--- src/rtl/exc_ctrl.sv ---
// ============================================================================
// Module   : exc_ctrl
// Purpose  : MEM-stage exception/interrupt controller with CP0 (SR, Cause, EPC, PRId)
// Revision : 1.0
// ============================================================================
`default_nettype none

module exc_ctrl #(
   parameter int          NUM_IRQ      = 6,
   parameter logic [31:0] DMEM_TOP     = 32'h0000_2FFF,
   parameter int          NUM_DEV      = 2,
   parameter logic [31:0] DEV_BASE     = 32'h0000_7F00,
   parameter logic [31:0] DEV_STRIDE   = 32'h10,
   parameter int          DEV_SIZE     = 12,
   parameter int          DEV_WR_BYTES = 8,
   parameter logic [31:0] PRID         = 32'h4D49_5053
) (
   input  logic               clk,
   input  logic               rst_n,
   input  logic [NUM_IRQ-1:0] irq,
   input  logic [31:0]        addr_m,
   input  logic [31:0]        pc_m,
   input  logic               bd_m,
   input  logic [1:0]         ld_sel_m,
   input  logic [1:0]         st_sel_m,
   input  logic               ovf_m,
   input  logic               exc_in_m,
   input  logic [4:0]         exc_code_in_m,
   input  logic               eret_m,
   input  logic               cp0_we,
   input  logic [4:0]         cp0_waddr,
   input  logic [31:0]        cp0_wdata,
   input  logic [4:0]         cp0_raddr,
   output logic [31:0]        cp0_rdata,
   output logic               exc_req,
   output logic [4:0]         exc_code,
   output logic [31:0]        epc,
   output logic               exl
);

   logic [NUM_IRQ-1:0] r_irq_s1;
   logic [NUM_IRQ-1:0] r_irq_s2;
   logic [5:0]         r_im;
   logic               r_exl;
   logic               r_ie;
   logic               r_bd;
   logic [4:0]         r_exc_code;
   logic [31:0]        r_epc;

   logic [5:0]  w_ip;
   logic [3:0]  w_dev;
   logic [3:0]  w_devw;
   logic        w_dm;
   logic        w_int;
   logic        w_ld_fault;
   logic        w_st_fault;
   logic        w_any;
   logic        w_req;
   logic [4:0]  w_code;
   logic [31:0] w_pc_sel;
   logic [31:0] w_epc_exc;

   for (genvar k = 0; k < 6; k++) begin : g_ip
      if (k < NUM_IRQ) begin : g_line
         assign w_ip[k] = r_irq_s2[k];
      end else begin : g_none
         assign w_ip[k] = 1'b0;
      end
   end

   for (genvar k = 0; k < 4; k++) begin : g_dev
      if (k < NUM_DEV) begin : g_win
         localparam logic [31:0] c_base = DEV_BASE + DEV_STRIDE * 32'(k);
         logic [31:0] w_off;
         assign w_off     = addr_m - c_base;
         assign w_dev[k]  = (addr_m >= c_base) && (w_off < 32'(DEV_SIZE));
         assign w_devw[k] = w_dev[k] && (w_off < 32'(DEV_WR_BYTES));
      end else begin : g_nowin
         assign w_dev[k]  = 1'b0;
         assign w_devw[k] = 1'b0;
      end
   end

   // sel: 01 half, 10 byte, 11 word; word_ok is the word-access device window hit
   function automatic logic f_fault(input logic [1:0] sel, input logic [1:0] a_lo,
                                    input logic dm, input logic word_ok, input logic ovf);
      logic f;
      f = 1'b0;
      case (sel)
         2'b01:   f = a_lo[0] | ~dm;
         2'b10:   f = ~dm;
         2'b11:   f = (a_lo != 2'b00) | ~(dm | word_ok);
         default: f = 1'b0;
      endcase
      return f | (ovf & (sel != 2'b00));
   endfunction

   assign w_dm       = (addr_m <= DMEM_TOP);
   assign w_int      = r_ie & ~r_exl & (|(w_ip & r_im));
   assign w_ld_fault = f_fault(ld_sel_m, addr_m[1:0], w_dm, |w_dev, ovf_m);
   assign w_st_fault = f_fault(st_sel_m, addr_m[1:0], w_dm, |w_devw, ovf_m);
   assign w_any      = w_int | w_st_fault | w_ld_fault | exc_in_m;
   assign w_req      = w_any & ~r_exl & rst_n;

   always_comb begin
      w_code = 5'd0;
      if (w_int)           w_code = 5'd0;
      else if (w_st_fault) w_code = 5'd5;
      else if (w_ld_fault) w_code = 5'd4;
      else if (exc_in_m)   w_code = exc_code_in_m;
   end

   assign w_pc_sel  = bd_m ? (pc_m - 32'd4) : pc_m;
   assign w_epc_exc = w_pc_sel & 32'hFFFF_FFFC;

   always_ff @(posedge clk or negedge rst_n) begin
      if (!rst_n) begin
         r_irq_s1   <= '0;
         r_irq_s2   <= '0;
         r_im       <= '0;
         r_exl      <= 1'b0;
         r_ie       <= 1'b0;
         r_bd       <= 1'b0;
         r_exc_code <= '0;
         r_epc      <= '0;
      end else begin
         r_irq_s1 <= irq;
         r_irq_s2 <= r_irq_s1;
         if (w_req) begin
            r_exl      <= 1'b1;
            r_exc_code <= w_code;
            r_bd       <= bd_m;
            r_epc      <= w_epc_exc;
         end else begin
            if (cp0_we && (cp0_waddr == 5'd12)) begin
               r_im  <= cp0_wdata[15:10];
               r_exl <= cp0_wdata[1];
               r_ie  <= cp0_wdata[0];
            end
            if (cp0_we && (cp0_waddr == 5'd14)) begin
               r_epc <= cp0_wdata & 32'hFFFF_FFFC;
            end
            // eret is ordered last so its EXL clear overrides a same-cycle SR write
            if (eret_m) begin
               r_exl <= 1'b0;
            end
         end
      end
   end

   always_comb begin
      cp0_rdata = 32'd0;
      case (cp0_raddr)
         5'd12:   cp0_rdata = {16'b0, r_im, 8'b0, r_exl, r_ie};
         5'd13:   cp0_rdata = {r_bd, 15'b0, w_ip, 3'b0, r_exc_code, 2'b0};
         5'd14:   cp0_rdata = r_epc;
         5'd15:   cp0_rdata = PRID;
         default: cp0_rdata = 32'd0;
      endcase
   end

   assign exc_req  = w_req;
   assign exc_code = w_req ? w_code : 5'd0;
   assign epc      = r_epc;
   assign exl      = r_exl;

endmodule

`default_nettype wire

--- config.mk ---
export PLATFORM = sky130hd
export DESIGN_NAME = exc_ctrl
export DESIGN_NICKNAME = d
export VERILOG_FILES = /design/src/rtl/exc_ctrl.sv
export SDC_FILE = /design/constraint.sdc
export NUM_CORES = 1
export LEC_CHECK = 0
export BUFFER_PORTS_ARGS = -buffer_cell sky130_fd_sc_hd__buf_4
export CAP_MARGIN = 20
export CORE_MARGIN = 5
export CORE_UTILIZATION = 30
export CTS_BUF_LIST = sky130_fd_sc_hd__clkbuf_8
export DETAILED_ROUTE_END_ITERATION = 6
export SKIP_CTS_REPAIR_TIMING = 1
export SYNTH_ARGS = -nofsm -noshare
export SYNTH_HDL_FRONTEND = slang
export SYNTH_SLANG_ARGS = --single-unit
--- constraint.sdc ---
create_clock -name clk -period 6.2 [get_ports clk]
set_clock_uncertainty 0.1 [all_clocks]
set_input_delay 0 -clock clk [delete_from_list [all_inputs] [get_ports clk]]
set_output_delay 0 -clock clk [all_outputs]
set_load 0.05 [all_outputs]
; ---- Yosys cells after proc, flatten, opt, wreduce, memory -nomap -nowiden
; Index checks and enable logic that the tools add are counted.
; W data, S select, Z words.
[totals]
wordCells = 81
regBits = 58
[op_classes]
add_sub_neg = 3
n_eq_ne = 12
n_reduce_logical = 15
bitwise = 22
n_lt_le_gt_ge = 7
n_mux = 14
[op_table]
columns = operator, count
row1 = $lt A32 B4 Y1 const B, 4
row2 = $pmux W32 S4, 1
row3 = $mux W32, 3
row4 = $ge A32 B15 Y1 const B, 2
row5 = $sub A32 B15 Y32 const B, 2
row6 = $le A32 B14 Y1 const B, 1
row7 = $sub A32 B3 Y32 const B, 1
row8 = $eq A5 B4 Y1 const B, 6
row9 = $mux W5, 5
row10 = $or A1 B1 Y1, 10
row11 = $eq A2 B2 Y1 const B, 4
row12 = $reduce_bool A2 Y1, 4
row13 = $and A1 B1 Y1, 6
row14 = $and A6 B6 Y6, 1
row15 = $logic_and A1 B1 Y1, 6
row16 = $pmux W1 S3, 2
row17 = $reduce_or A6 Y1, 1
row18 = $not A1 Y1, 5
row19 = $eq A2 B1 Y1 const B, 2
row20 = $reduce_or A2 Y1, 2
row21 = $mux W1, 3
row22 = $reduce_bool A3 Y1, 1
row23 = $reduce_and A2 Y1, 1

; ---- Longest topological paths before layout
; Gate-level depths: netlist (run 1).
[logic_depth]
ltp_word = 17
depth_mapped = 11
ltp_nobuf = 10

; ---- Least setup slack after synthesis (run 1)
; Ideal clock, no wire load.
[synth_path]
kind = input port to output port
startpoint = in addr_m[15]
endpoint = out exc_code[2]
stages = 8
path_slack_ns = 3.120
required_ns = 6.100
t_arrival_ns = 2.980
cell_sequence = or4_1 -> buf_2 -> nor3_4 -> a2111oi_0 -> o31ai_1 -> o31ai_2 -> o31a_2 -> a21boi_0
[synth_via]
elab_chain_cells = 16
elab_cells_between_ends = 36
[synth_rtl]
columns = item, line_no
row1 = "start, declared", 21  ; input logic [31:0] addr_m,
row2 = $sub A32 B15 Y32, 75  ; assign w_off = addr_m - c_base;
row3 = $lt A32 B4 Y1, 76  ; assign w_dev[k] = (addr_m >= c_base) && (w_off < 32'(DEV_SIZE));
row4 = $logic_and A1 B1 Y1, 76
row5 = $logic_and A1 B1 Y1, 77  ; assign w_devw[k] = w_dev[k] && (w_off < 32'(DEV_WR_BYTES));
row6 = $reduce_or A2 Y1, 101  ; assign w_st_fault = f_fault(st_sel_m, addr_m[1:0], w_dm, |w_devw, ovf_m);
row7 = $or A1 B1 Y1, 92  ; 2'b11: f = (a_lo != 2'b00) | ~(dm | word_ok);
row8 = $not A1 Y1, 92
row9 = $or A1 B1 Y1, 92
row10 = $pmux W1 S3, 89  ; case (sel)
row11 = $or A1 B1 Y1, 95  ; return f | (ovf & (sel != 2'b00));
row12 = $or A1 B1 Y1 (3 in a row), 102  ; assign w_any = w_int | w_st_fault | w_ld_fault | exc_in_m;
row13 = $and A1 B1 Y1 (2 in a row), 103  ; assign w_req = w_any & ~r_exl & rst_n;
row14 = $mux W5 (*), 163  ; assign exc_code = w_req ? w_code : 5'd0;
row15 = "end, declared", 36  ; output logic [4:0] exc_code,
; Mark *: on every way between the ends. The rest lies on a longest branch, timed or not.

; ---- Worst setup path after layout (run 1)
[layout_path]
startpoint = in pc_m[5]
endpoint = reg r_epc[27] (netlist: epc[27])
[layout_via]
elab_chain_cells = 3
[layout_rtl]
columns = item, line_no
row1 = "start, declared", 22  ; input logic [31:0] pc_m,
row2 = $sub A32 B3 Y32, 113  ; assign w_pc_sel = bd_m ? (pc_m - 32'd4) : pc_m;
row3 = $mux W32, 113
row4 = $mux W32, 129  ; if (w_req) begin
row5 = "end signal, assigned", 133  ; r_epc <= w_epc_exc;
row6 = "end signal, assigned", 141  ; r_epc <= cp0_wdata & 32'hFFFF_FFFC;
row7 = "end, declared", 48  ; logic [31:0] r_epc;
; Every way passes these cells.
; A chain may end at the register's enable or synchronous reset.

==> results of run 1 <==
stage by stage:
step	power, mW	std cells
floorplan	0.839	431
global placement	1.06	784
detailed placement	1.07	784
CTS	1.29	792
global route	1.43	873
finish	1.36	873
worst max path at each step:
stage / slack [ns] / depth (start not counted) / endpoint / start
6_report: 1.87 / 12 / epc[27] / pc_m[5]
5_1_grt: 1.68 / 12 / epc[27] / bd_m
4_1_cts: 2.65 / 10 / epc[20] / addr_m[15]
3_5_place_dp: 2.29 / 10 / epc[20] / addr_m[15]
3_3_place_gp: 2.44 / 10 / epc[24] / addr_m[15]
2_1_floorplan: 3.12 / 8 / exc_code[2] / addr_m[15]
registers in the layout, summed over array words and instances, names as in the netlist:
register    cells
epc            30
r_im            6
r_irq_s1        6
r_irq_s2        6
r_exc_code      5
exl             1
r_bd            1
r_ie            1
per-layer routing:
layer | vias to the layer above | track usage
met1 | 2107 | 0.210
met3 | 11 | 0.0559
met5 | - | 0
met2 | 181 | 0.305
met4 | 0 | 0.0351
li1 | 2105 | -
cells in the final DEF, fill, tap and decap left out, types with 2 or more instances in the layout:
master	synthesis	layout
nor3_1	20	20
or4_1	9	9
nand3_1	8	8
mux2i_1	65	65
nand2b_1	4	4
nor2_1	51	51
a211oi_1	3	3
a31oi_1	3	3
mux2_2	9	9
nor2b_1	3	3
or3_1	9	9
xor2_1	6	6
o32ai_1	2	2
a22oi_1	8	8
a21oi_1	19	19
dlygate4sd3_1	0	81
inv_1	10	10
o2bb2ai_1	3	3
o21ai_0	8	8
xnor2_1	22	22
nand2_1	19	18
dfrtp_1	56	56
o22ai_1	3	3
o21a_1	3	3
o211ai_1	2	2
nor3b_1	2	2
nor4_1	13	13
clkbuf_8	0	5
o22a_1	2	2
and3_1	3	3
conb_1	1	2
nor4b_1	4	4
buf_4	2	196
and2_1	13	13
clkinvlp_4	0	2
a2111oi_0	2	2
power groups by stage:
stage	combinational [mW]	clock, mW	sequential [mW]
6_report	0.654	0.219	0.491
4_1_cts	0.570	0.225	0.491
5_1_grt	0.696	0.236	0.500
3_5_place_dp	0.570	0	0.496
3_3_place_gp	0.561	0	0.496
2_1_floorplan	0.186	0	0.653
cells by family (layout without fill, tap and decap cells):
| logic type | Yosys count | in the layout | synth area share |
|---|---|---|---|
| flops | 56 | 56 | 0.351 |
| other cells | 1 | 2 | 0.000940 |
| xor+xnor | 28 | 28 | 0.0615 |
| simple gates | 167 | 167 | 0.223 |
| buf+inv | 30 | 296 | 0.0433 |
| mux | 75 | 75 | 0.191 |
| fa+ha+maj | 1 | 1 | 0.00314 |
| compound gates | 72 | 72 | 0.126 |
cells in the mapped netlist, types with 4 or more instances:
cell type  number  area (um2)
mux2i_1        65         651
dfrtp_1        56        1400
nor2_1         51         191
xnor2_1        22         193
nor3_1         20         100
a21oi_1        19        95.1
nand2_1        19        71.3
and2_1         13        81.3
nor4_1         13        81.3
clkbuf_1       10        37.5
inv_1          10        37.5
mux2_2          9         101
or3_1           9        56.3
or4_1           9        67.6
a22oi_1         8        60.1
nand3_1         8        40.0
o21ai_0         8        40.0
xor2_1          6        52.6
nand2b_1        4        25.0
nor4b_1         4        35.0
worst max-delay path: cells and delay by family:
family	cells	cell delay, ns
xor+xnor	1	0.14
buf+inv	4	1.84
simple gates	6	2.41
mux	1	0.06
layout make-up:
type	count	area share
Timing Repair Buffer	277	0.353
Tap cell	176	0.0341
Multi-Input combinational cell	345	0.375
Clock inverter	3	0.00407
Sequential cell	56	0.217
Inverter	11	0.00639
Clock buffer	5	0.0107
==> metrics, run 1 <==
first-pass GRT wire length=22300 um; share of layout cells above drive strength 1=0.319; worst vdd rail ir drop=0.144 mV; Slowest-stage cell, CP=or4_1; achievable frequency=231 MHz; Arrival @ worst endpoint=4.45 ns; headroom to the max-slew limit=0.296; # diodes=0; PD cells=211 nW/um2; TritonCTS buffer count=5; Max-Cap Viols=0; R2R Path Start=r_im[5]; Net Sw Frac=0.418; Worst Path Required=6.32 ns; via count=4404; GPL Wtd Cong=0.935; Area after DPL=5560 um2; Core Region=13100 um2; DR DRC count=0; Pint=0.794 mW; vias in the first global route=4349; Met3 Wirelength=1200 um; combinational share of power=0.480; number of flops mapped to enable cells by yosys=0; largest net degree at the start of global routing=59; DRT met1 WL=6030 um; fin crit share=0.698; fin. max-slew vios=0; cell count after synthesis=430; CTS sink count=56; Clk Latency, worst-skew pair=0.33 ns; Finished Cell Area=6460 um2; Flop pwr share=0.360; Clock Power Share=0.161; Leakage=3.09 nW; multi-input logic area=2420 um2; Final Hold Vio Count=0; clock period minus worst slack=4.33 ns; hold_sp=pc_m[9]; Initial Util=0.304; met2 routed WL=7600 um; WL final=15000 um; CTS root buf=clkbuf_8; fin worst setup slack=1.87 ns; Row Count=42; Die Ht=125 um; fillers=1250; Reg-to-Reg End=epc[24]; # IOs=199; H-tree depth=2; port buffer count=194; DRT antenna net count=0; Top Metal Used=met4; kind of critical path=in -> reg; crit-path max FO=5; Seq cells post-synth=56; pre-CTS WS=2.29 ns; R2R depth=7; die footprint=15700 um2; HPWL reported at the end of detailed placement=11200 um; hold_ws=0.00640 ns; fin util=0.492; clock buffer depth=2; final setup fails=0; Die Wd=125 um; critical path's largest stage delay=0.58 ns; area grow syn2layout=62.0%; critical path, cell by cell=dlygate4sd3_1 -> buf_4 -> or3b_1 -> or3_1 -> or4_1 -> or3_1 -> nand2b_1 -> nor3_1 -> xnor2_1 -> dlygate4sd3_1 -> mux2i_1 -> dlygate4sd3_1; crit-path most repeated cell=dlygate4sd3_1; HP Class=in -> reg; vias per std cell=5.04; aggregate global-route resource usage=0.174; Endpoint, Worst Hold=epc[10]; CP startpoint kind=primary input; Sum Neg Setup Slack=0 ns; CTS tree=done; status=finished clean; Synth cell types=65; r2r setup slk=3.16 ns; antenna violations before repair=0; Syn Area/Cell=9.27 um2; Worst Max-Slew Pin Slew=1.05 ns; drt first-iter violations=266; register area=1400 um2; sw power=0.571 mW; Synth Flop Type=dfrtp_1; routed len/inst=17.1 um; asr flop ratio synth=1.00; grt ovf=0; RSZ-0062 raised after global routing=false; Worst Hold Depth=4; final net count=825; Worst-path clk slew=0.12 ns; First-pass DRT Iterations=4; CP endpoint kind=register; Mapped Area=3990 um2; Ys Warns=0; post-synthesis sequential area ratio=0.351
No activity file was read; power rests on OpenSTA's default activity.
==> run 2, diff against run 1 <==
Clock period 6.2 ns to 3.8 ns, I/O delays scaled along.
==> metrics, run 2 (same netlist as run 1, synthesis figures left out) <==
clock buffer depth=2; clock period minus worst slack=3.64 ns; worst vdd rail ir drop=0.305 mV; Initial Util=0.304; vias per std cell=5.05; Die Wd=125 um; first-pass GRT wire length=21800 um; First-pass DRT Iterations=4; die footprint=15700 um2; HPWL reported at the end of detailed placement=11200 um; R2R depth=6; aggregate global-route resource usage=0.170; Finished Cell Area=6500 um2; headroom to the max-slew limit=0.312; final net count=830; GPL Wtd Cong=0.960; grt ovf=0; vias in the first global route=4207; hold_ws=-0.0195 ns; HP Class=in -> reg; fin util=0.495; post-placement cell count=785; fin. max-slew vios=0; routed len/inst=17.1 um; TritonCTS buffer count=5; Worst Max-Slew Pin Slew=1.03 ns; CTS sink count=56; H-tree depth=2; R2R Path Start=r_im[3]; CTS tree=done; most common cell after layout, fill and taps aside=buf_4; via count=4427; critical path, cell by cell=dlygate4sd3_1 -> buf_4 -> or4_1 -> or4_1 -> nor3_1 -> nand2_1 -> nor4_1 -> xnor2_1 -> dlygate4sd3_1 -> mux2i_1 -> dlygate4sd3_1; area grow syn2layout=63.1%; Power, Total=2.14 mW; DRT antenna net count=0; RSZ-0062 raised after global routing=false; Slowest-stage cell, CP=or4_1; hold_sp=pc_m[8]; achievable frequency=274 MHz; # diodes=0; Row Count=42; Final Non-Filler Cells=877; CP endpoint kind=register; PD cells=329 nW/um2; Max-Cap Viols=0; critical path's largest stage delay=0.62 ns; DR DRC count=0; Worst Path Required=3.91 ns; Final Hold Vio Count=1; crit-path max FO=5; Area after DPL=5580 um2; CP startpoint kind=primary input; Die Ht=125 um; fin worst setup slack=0.156 ns; Arrival @ worst endpoint=3.75 ns; Endpoint, Worst Hold=epc[9]; Leakage=3.12 nW; failing checks=negative hold slack; antenna violations before repair=0; fin crit share=0.959; largest net degree at the start of global routing=59; Worst Hold Depth=4; CTS root buf=clkbuf_8; Core Region=13100 um2; r2r setup slk=1.13 ns; crit-path most repeated cell=dlygate4sd3_1; final setup fails=0; port buffer count=194; max FFs per register=30; Sum Neg Setup Slack=0 ns; status=finished with violations; Clk Latency, worst-skew pair=0.31 ns; pre-CTS WS=0.236 ns; drt first-iter violations=244; WL final=15000 um; most frequent cells in the layout=buf_4, dlygate4sd3_1, mux2i_1; Worst-path clk slew=0.10 ns; Reg-to-Reg End=epc[2]; kind of critical path=in -> reg; # IOs=199; fillers=1227; share of layout cells above drive strength 1=0.315
run 2: area by class of cell:
class                   count  area, um2  share of cell area
clock inverters             2       8.76             0.00135
multi-input cells         345       2420               0.372
well taps                 176        220              0.0339
clock buffers               5       68.8              0.0106
inverters                  11       41.3             0.00635
flip-flops and latches     56       1400               0.215
repair buffers            282       2340               0.360
run 2: critical path, delay by kind of cell:
family                    cells  cell delay (ns)
buffers and inverters         4             1.81
and+or+nand+nor               5             1.74
xor gates and xnor gates      1             0.15
muxes                         1             0.06
run 2: worst max path at each step:
| stage | startpoint | endpoint | cells past startpoint |
|---|---|---|---|
| floorplan | addr_m[15] | exc_code[2] | 8 |
| global placement | addr_m[15] | epc[21] | 10 |
| detailed placement | addr_m[15] | epc[12] | 10 |
| CTS | addr_m[15] | exc_req | 10 |
| global route | pc_m[9] | epc[28] | 11 |
| finish | pc_m[9] | epc[28] | 11 |
run 2: routing by layer:
metal  part of all wire  routed length (um)  track usage
met1               0.42                6280        0.210
met2               0.50                7420        0.293
met3              0.073                1090       0.0490
met4              0.013                 190       0.0427
met5                  0                   0            0
run 2: power by group:
| group | switching, mW | internal, mW |
|---|---|---|
| Combinational | 0.600 | 0.415 |
| Sequential | 0.103 | 0.702 |
| Clock | 0.194 | 0.124 |
| Total | 0.897 | 1.24 |
==> run 3, diff against run 2 <==
Settings changed: CORE_UTILIZATION 30 to 43, PLACE_DENSITY set to 0.79.
==> metrics, run 3 (same netlist as run 1, synthesis figures left out) <==
drt first-iter violations=352; antenna violations before repair=0; Row Count=35; fin crit share=0.972; CP endpoint kind=register; Die Wd=106 um; HPWL reported at the end of detailed placement=10700 um; Worst Max-Slew Pin Slew=0.980 ns; Core Region=9150 um2; die footprint=11300 um2; worst vdd rail ir drop=0.292 mV; vias per std cell=5.70; HP Class=in -> reg; fillers=632; status=finished clean; grt ovf=0; aggregate global-route resource usage=0.227; # IOs=199; CTS tree=done; achievable frequency=271 MHz; share of layout cells above drive strength 1=0.318; most frequent cells in the layout=buf_4, dlygate4sd3_1, mux2i_1; Clk Latency, worst-skew pair=0.31 ns; final setup fails=0; routed len/inst=19.6 um; Leakage=3.11 nW; headroom to the max-slew limit=0.344; Worst-path clk slew=0.11 ns; PD cells=342 nW/um2; crit-path max FO=5; max FFs per register=30; vias in the first global route=4174; Worst Path Required=3.91 ns; kind of critical path=in -> reg; CP startpoint kind=primary input; Final Hold Vio Count=0; port buffer count=194; clock buffer depth=2; area grow syn2layout=60.5%; H-tree depth=2; Initial Util=0.436; via count=4614; # diodes=0; First-pass DRT Iterations=5; most common cell after layout, fill and taps aside=buf_4; Power, Total=2.19 mW; clock period minus worst slack=3.69 ns; Arrival @ worst endpoint=3.80 ns; fin. max-slew vios=0; DRT antenna net count=0; final net count=826; first-pass GRT wire length=20700 um; TritonCTS buffer count=5; CTS root buf=clkbuf_8; WL final=15800 um; GPL Wtd Cong=0.956; Max-Cap Viols=0; CTS sink count=56; Finished Cell Area=6400 um2; largest net degree at the start of global routing=59; DR DRC count=0; Area after DPL=5490 um2; Die Ht=106 um
run 3: worst paths after layout:
check	from	endpoint	slack [ns]	depth (start not counted)
min reg2reg	r_irq_s1[0]	r_irq_s2[0]	0.26	0
max reg2reg	r_im[5]	epc[2]	1.14	6
min in group asynchronous	rst_n	r_exc_code[2]	0.17	2
max	pc_m[3]	epc[27]	0.11	11
min	bd_m	epc[4]	0.006	4
max in group asynchronous	rst_n	epc[26]	2.94	2
run 3: stage by stage:
| step | worst slack [ns] | cells | hold WS (ns) | TNS [ns] | util |
|---|---|---|---|---|---|
| after floorplan | 0.720 | 431 | -0.396 | 0 | - |
| after global placement | 0.460 | 719 | 0.00504 | 0 | 0.599 |
| after detailed placement | 0.366 | 719 | 0.0106 | 0 | 0.599 |
| after CTS | 0.415 | 727 | -0.340 | 0 | 0.610 |
| after global routing | -0.00959 | 809 | 0.0239 | -0.00959 | 0.699 |
| final | 0.108 | 809 | 0.00592 | 0 | 0.699 |
run 3: where the power goes:
group	leakage [nW]	total [mW]	internal (mW)	switching, mW
logic	2.40	1.03	0.410	0.620
clock network	0.0452	0.349	0.135	0.214
registers	0.665	0.808	0.702	0.106
run 3: layout make-up:
| cell class | count | area (um2) | area share |
|---|---|---|---|
| multi-input combinational | 345 | 2420 | 0.378 |
| timing repair buffer | 278 | 2300 | 0.360 |
| sequential | 56 | 1400 | 0.219 |
| tap | 111 | 139 | 0.0217 |
| clock buffer | 5 | 68.8 | 0.0108 |
| inverter | 11 | 41.3 | 0.00645 |
| clock inverter | 3 | 25.0 | 0.00391 |
run 3: layer usage:
layer | wire, um | vias to the layer above | share of wire | GRT usage
met3 | 1620 | 30 | 0.10 | 0.0613
li1 | - | 2100 | - | -
met4 | 329 | 0 | 0.021 | 0.0648
met5 | 0 | - | 0 | 0
met1 | 5890 | 2204 | 0.37 | 0.270
met2 | 8010 | 280 | 0.51 | 0.401
run 3: worst max-delay path, stage by stage:
cell,delay (ns)
dlygate4sd3_1,0.55
buf_4,0.15
or3_1,0.31
or3_1,0.41
or4_1,0.59
or3_1,0.44
nand2b_1,0.28
nor3_1,0.28
xnor2_1,0.15
dlygate4sd3_1,0.57
mux2i_1,0.06
